$ cat config.mk
export PLATFORM = sky130hd
export DESIGN_NAME = arb_mux_nx1
export DESIGN_NICKNAME = d
export VERILOG_FILES = /design/src/rtl/arb_mux_pkg.sv /design/src/rtl/rr_arbiter.sv /design/src/rtl/arb_mux_nx1.sv
export SDC_FILE = /design/constraint.sdc
export NUM_CORES = 1
export LEC_CHECK = 0
export CELL_PAD_IN_SITES_DETAIL_PLACEMENT = 0
export CELL_PAD_IN_SITES_GLOBAL_PLACEMENT = 1
export CORE_MARGIN = 2
export CORE_UTILIZATION = 24
export CTS_CLUSTER_DIAMETER = 30
export DETAILED_ROUTE_END_ITERATION = 7
export GPL_TIMING_DRIVEN = 1
export PLACE_DENSITY_LB_ADDON = 0.1
export SLEW_MARGIN = 20
export SYNTH_ARGS = -nofsm -noshare
export SYNTH_HDL_FRONTEND = slang
export SYNTH_SLANG_ARGS = --single-unit
$ cat constraint.sdc
create_clock -name clk -period 2.3 [get_ports clk]
set_clock_uncertainty 0.15 [all_clocks]
set_input_delay 0.46 -clock clk [delete_from_list [all_inputs] [get_ports clk]]
set_output_delay 0.46 -clock clk [all_outputs]
set_load 0.005 [all_outputs]
$ cat src/rtl/arb_mux_pkg.sv
// Shared constants for the N:1 arbitrating multiplexer.
package arb_mux_pkg;

  localparam logic        MODE_RR    = 1'b0;
  localparam logic        MODE_FIXED = 1'b1;
  localparam int unsigned DEF_WIDTH  = 16;
  localparam int unsigned DEF_N      = 4;

endpackage

$ cat src/rtl/rr_arbiter.sv
// Combinational arbiter: round-robin after a pointer, or fixed lowest-index priority.
module rr_arbiter
  import arb_mux_pkg::*;
#(
  parameter  int unsigned N    = DEF_N,
  localparam int unsigned SELW = $clog2(N)
) (
  input  logic [N-1:0]    i_req,
  input  logic [SELW-1:0] i_ptr,
  input  logic            i_mode,
  output logic [N-1:0]    o_grant,
  output logic [SELW-1:0] o_idx,
  output logic            o_any
);

  logic [SELW-1:0] w_cand;

  always_comb begin
    o_grant = '0;
    o_idx   = '0;
    w_cand  = '0;
    o_any   = |i_req;
    // Scan from the lowest-preference candidate up so the preferred one is assigned last.
    if (i_mode == MODE_FIXED) begin
      for (int unsigned i = N; i >= 1; i--) begin
        w_cand = SELW'(i - 1);
        if (i_req[w_cand]) o_idx = w_cand;
      end
    end else begin
      for (int unsigned k = N; k >= 1; k--) begin
        w_cand = SELW'((32'(i_ptr) + k) % N);
        if (i_req[w_cand]) o_idx = w_cand;
      end
    end
    if (o_any) o_grant[o_idx] = 1'b1;
  end

endmodule

$ cat src/rtl/arb_mux_nx1.sv
// N-input arbitrating multiplexer with valid/ready handshakes and a registered output word.
module arb_mux_nx1
  import arb_mux_pkg::*;
#(
  parameter  int unsigned WIDTH = DEF_WIDTH,
  parameter  int unsigned N     = DEF_N,
  localparam int unsigned SELW  = $clog2(N)
) (
  input  logic               clk,
  input  logic               rst,
  input  logic               mode,
  input  logic [N-1:0]       in_valid,
  input  logic [N*WIDTH-1:0] in_data,
  output logic [N-1:0]       in_ready,
  output logic               out_valid,
  output logic [WIDTH-1:0]   out_data,
  output logic [SELW-1:0]    out_sel,
  input  logic               out_ready
);

  logic             r_out_valid;
  logic [WIDTH-1:0] r_out_data;
  logic [SELW-1:0]  r_out_sel;
  logic [SELW-1:0]  r_ptr;

  logic             w_load;
  logic [N-1:0]     w_grant;
  logic [SELW-1:0]  w_idx;
  logic             w_any;

  rr_arbiter #(
    .N (N)
  ) u_arb (
    .i_req   (in_valid),
    .i_ptr   (r_ptr),
    .i_mode  (mode),
    .o_grant (w_grant),
    .o_idx   (w_idx),
    .o_any   (w_any)
  );

  assign w_load = !r_out_valid || out_ready;
  // The register is already cleared while rst is high, so gate explicitly to keep grants off.
  assign in_ready = w_grant & {N{w_load && !rst}};

  always_ff @(posedge clk or posedge rst) begin
    if (rst) begin
      r_out_valid <= 1'b0;
      r_out_data  <= '0;
      r_out_sel   <= '0;
      r_ptr       <= SELW'(N - 1);
    end else if (w_load) begin
      if (w_any) begin
        r_out_valid <= 1'b1;
        r_out_data  <= in_data[w_idx*WIDTH +: WIDTH];
        r_out_sel   <= w_idx;
        r_ptr       <= w_idx;
      end else begin
        r_out_valid <= 1'b0;
      end
    end
  end

  assign out_valid = r_out_valid;
  assign out_data  = r_out_data;
  assign out_sel   = r_out_sel;

endmodule

* After elaboration in Yosys (flattened, before gate mapping) *
Cells that the tools add are included.
Widths: inputs -> output; s select.

word-level totals
  register bits after elaboration = 21
  logic and storage cells = 44

cells by class
  add/sub/neg operators = 4
  $lt $le $gt $ge = 6
  shift operators = 1
  muxes and demuxes = 21
  bitwise operators = 1
  reductions and logical operators = 7

operators by type and width
  cell                 number
  $shiftx 64x7->16     1
  $mux 2               9
  $lt 2x3->1 const B   5
  $bmux 1 s2           4
  $mux 1               6
  $add 2x1->2 const B  2
  $add 2x2->2 const B  2
  $and 4x4->4          1
  $mux 4               1
  $reduce_or 4->1      1
  $demux 1 s2          1
  $ge 2x1->1 const B   1
  $logic_and 1x1->1    2
  $logic_not 1->1      2
  $reduce_and 2->1     1
  $logic_or 1x1->1     1

* Depth between registers and ports, before layout *
  depth in word-level cells = 14
  gate-level depth with buffers = 8
  gate-level depth less buffers = 5

* Modules after synthesis *
Synthesis repeated with hierarchy kept, for this count alone.

unflattened totals
  cells, all modules = 96
  area total of the unflattened synthesis = 1401.3 µm²

modules (own cells, without submodules)
  module       instances  cells an instance  area an instance (µm²)  seq. area each (µm²)
  arb_mux_nx1  1          71                 1239.9                  528.0
  rr_arbiter   1          25                 161.4                   0.0

* Worst setup path after synthesis *
Ideal clock, no wire load.

  path kind = register -> output
  start point = reg r_ptr[1]
  end point = out in_ready[2]
  data arrival time = 1829 ps
  data required time = 1690 ps
  path slack = -139 ps
  cell stages (with the launch flop) = 8
  buffers on the path = 2
  path through = dfstp_2 buf_6 nor4bb_1 a211oi_2 nor2_2 buf_2 inv_2 nor4_1

on the way
  word-level cells in the longest chain between the ends = 14
  elaborated cells on any way between the ends = 24
  those cells by class = add/sub: 4; order compare: 2; mux: 16; bitwise: 1; reduce/logical: 1

RTL lines
  element                                                                line               source
  start: declaration                                                     arb_mux_nx1.sv:24  logic [SELW-1:0] r_ptr;
  start signal: assignment                                               arb_mux_nx1.sv:51  r_ptr <= SELW'(N - 1);
  start signal: assignment                                               arb_mux_nx1.sv:57  r_ptr <= w_idx;
  $add 2x1->2                                                            rr_arbiter.sv:31   w_cand = SELW'((32'(i_ptr) + k) % N);
  $bmux 1 s2                                                             rr_arbiter.sv:32   if (i_req[w_cand]) o_idx = w_cand;
  $mux 1 (not written as such)                                           rr_arbiter.sv:32
  $mux 2 (3 in a row)                                                    rr_arbiter.sv:32
  $mux 2 *                                                               rr_arbiter.sv:32
  $mux 2 *                                                               rr_arbiter.sv:24   if (i_mode == MODE_FIXED) begin
  $lt 2x3->1 (not written as such) / $ge 2x1->1 (equally long branches)  rr_arbiter.sv:35   if (o_any) o_grant[o_idx] = 1'b1;
  $logic_and 1x1->1 (not written as such)                                rr_arbiter.sv:35
  $mux 1 (not written as such)                                           rr_arbiter.sv:35
  $demux 1 s2 *                                                          --
  $mux 4 *                                                               rr_arbiter.sv:35
  $and 4x4->4 *                                                          arb_mux_nx1.sv:44  assign in_ready = w_grant & {N{w_load && !rst}};
  end: declaration                                                       arb_mux_nx1.sv:14  output logic [N-1:0] in_ready,

Mark *: on every way between the ends. The rest lies on a longest branch, timed or not. The select of a mux whose other input is x is not followed.

* Worst setup path after layout *
  start point = reg r_ptr[1]
  end point = out in_ready[0]

The elaborated chain is that of the path after synthesis.

==> flow_summary_export.csv <==
group,metric,value,unit
status,status,"complete, but fails checks",
status,violations,"setup timing",
synth,syn-cell-area,0.00156,sq mm
route,wl,6450,um
setup_path,cp_top_family,"flip-flops",
placed_design,place.gp.congestion,0.767,
sta,hold_viol,0,
synth,synth_warnings,0,
route,wl_per_cell,17.7,um
grt,grt_pass1_wl,10000,um
placed_design,dpl_cell_area,0.00272,sq mm
placed_design,io_buffer_count,94,
hold_path,hp-class,"flip-flop to flip-flop",
grt,track_usage,17.5,%
die,rows,29,
setup_path,worst-path-buf-inv,1,
synth,yosys.area.top_type,"dfrtp_1",
power,irDropWorstVdd,255,uV
synth,ys_seq_area_share,33.9,%
die,start_util,24.7,%
sta,tightest_slew,0.335,ns
die,core_area,0.00631,sq mm
clock_tree,root_buffer,"clkbuf_8",
synth,synthTopCellsByCount,"dfrtp_1 (19), nand2b_1 (18), a21oi_1 (17), nand3_1 (17), o21ai_0 (17)",
synth,synth_area_per_cell,9.16,sq um
setup_path,end_kind,"primary output",
synth,synth_area_leaders,"dfrtp_1 (31%), o31a_1 (9.0%), a32o_2 (7.2%)",
route,vias,1865,
final_layout,nNetsFinal,360,
synth,synthCells,170,
clock_tree,clk_pin_slew,0.08,ns
synth,synth.most_common_cell,"dfrtp_1",
grt,grt_overflow,0,
setup_path,crit_fanout,7,
route,via_per_inst,5.12,
synth,yosysTopAreaCellShare,30.5,%
sta,relSlewSlack,77.6,%
sta,fin_crit_sh,107,%
flow_run,cap_violations,0,
synth,synth-edff-count,0,
clock_tree,cts_buffers,3,
route,drtIter0Drc,59,
synth,ys_ff_latch,21,
synth,async_flop_share,100,%
placed_design,hpwlAfterDp,4410,um
sta,finalMaxSlewViolations,0,
synth,synth_fp_nets,242,
final_layout,final_util,47.8,%
route,dr.pass1.iters,4,
power,p_total,1.65,mW
grt,grt_max_degree,39,
clock_tree,clockBufferDepth,2,
setup_path,slowest_delay,0.64,ns
die,die_area,0.00715,sq mm
power,leakagePower,1.22,nW
sta,fmax,407,MHz
route,ant_nets,0,
die,die_w,84.6,um
grt,grt_pass1_vias,1936,
setup_path,cp_data_required_time,1.69,ns
final_layout,n_fill_cell,655,
route,drc,0,
synth,synth_cell_types,33,
power,powerDensity,546,mW/mm^2
placed_design,place_ws,-0.882,ns
sta,rsz0062_at_grt,"yes",
setup_path,crit_slowest_cell,"dfstp_2",
final_layout,fin_area,0.00302,sq mm
sta,setup_viol,14,
sta,setup_slack,-0.155,ns
final_layout,area_growth,93.7,%
setup_path,criticalPathCategory,"flip-flop to primary output",
grt,antenna_found_initial,0,
clock_tree,clkSinkCount,21,
die,die_h,84.6,um
final_layout,diodes,0,
sta,fin_tns_setup,-0.646,ns
clock_tree,tritoncts,"yes",
sta,min_period,2.46,ns
clock_tree,htree_levels,1,
setup_path,worst_ep_arrival_time,1.85,ns
synth,synth_flop_cell,"dfrtp_1",
die,pin_count,95,
clock_tree,clock_latency,0.26,ns
setup_path,startpoint_type,"flip-flop",
final_layout,drive_gt1_share,27.2,%
setup_path,path_cells,"mux2_4, a21oi_4, nand2_4, nor4_4, buf_2",
per-layer routing:
metal | share of wire, % | up-vias | track usage (%)
met5 | 0 | - | 0
met4 | 0.53 | 0 | 2.89
met3 | 6.3 | 4 | 4.23
met2 | 51 | 69 | 31.1
met1 | 43 | 892 | 21.9
li1 | - | 900 | -
what timing repair did:
| item | 4_1_cts | 5_1_grt |
|---|---|---|
| resized for setup | 40 | 14 |
| setup endpoints to repair | 22 | 22 |
| gates cloned | 0 | 1 |
| setup buffers | 8 | 5 |
| pin swaps | 13 | 10 |
| hold buffers | 0 | 0 |
cell usage in the layout, fill, tap and decap left out, types with 2 or more instances in the layout:
cell,Yosys,layout
nand3_1,17,17
buf_6,4,8
nor4_4,1,3
dlygate4sd2_1,0,3
a32o_1,6,6
nand2_1,2,2
nor2_1,5,3
a21oi_1,17,17
mux2_2,2,2
o31a_1,16,16
o21ai_1,3,2
nor2_2,1,2
nor4_2,0,2
buf_4,0,22
inv_1,2,2
dfstp_2,2,2
clkbuf_8,0,3
buf_12,0,4
o21ai_0,17,17
a32o_2,10,10
buf_2,6,4
clkdlybuf4s50_1,0,85
nand2b_1,18,17
dfrtp_1,19,19
registers in the layout, indices dropped and copies added (netlist names):
register / count
out_data: 16
out_sel: 2
r_ptr: 2
out_valid: 1
logic make-up (layout without fill, tap and decap cells):
| kind of cell | Yosys count | count (layout) | share of synthesized area [%] |
|---|---|---|---|
| simple gates | 52 | 52 | 20.2 |
| buf+inv | 19 | 136 | 6.99 |
| flops | 21 | 21 | 33.9 |
| mux | 3 | 3 | 2.41 |
| compound gates | 75 | 75 | 36.5 |
power by group:
part	switching, mW	leakage, nW	internal, mW
combinational	0.362	0.963	0.540
clock	0.125	0.0228	0.123
sequential	0.0459	0.238	0.451
total	0.532	1.22	1.11
final cells by class:
cell class / count / area, sq um / share of cell area [%]
repair buffers: 129 / 1280 / 42.5
multi-input cells: 130 / 1060 / 35.0
flip-flops and latches: 21 / 528 / 17.5
well taps: 77 / 96.3 / 3.19
clock buffers: 4 / 45.0 / 1.49
inverters: 3 / 11.3 / 0.373
through the flow:
| stage | cells | hold slack [ns] |
|---|---|---|
| 2_1_floorplan | 170 | 0.285 |
| 3_3_place_gp | 347 | 0.341 |
| 3_5_place_dp | 347 | 0.348 |
| 4_1_cts | 359 | 0.366 |
| 5_1_grt | 364 | 0.394 |
| 6_report | 364 | 0.359 |
path summary, 6_finish.rpt:
kind                                              from                  endpoint  cells after the start  slack, ns
worst max register to register    r_ptr[1]$_DFFE_PP1P_  out_data[15]$_DFFE_PP0P_                      9      -0.02
worst min-delay path            out_sel[0]$_DFFE_PP0P_    out_sel[0]$_DFFE_PP0P_                      1       0.36
worst min register to register  out_sel[0]$_DFFE_PP0P_    out_sel[0]$_DFFE_PP0P_                      1       0.36
min in group asynchronous                          rst    out_sel[0]$_DFFE_PP0P_                      4       0.76
max in group asynchronous                          rst      r_ptr[0]$_DFFE_PP1P_                      4       0.96
worst max-delay path              r_ptr[1]$_DFFE_PP1P_               in_ready[0]                      5      -0.16
No activity file was read; power rests on OpenSTA's default activity.
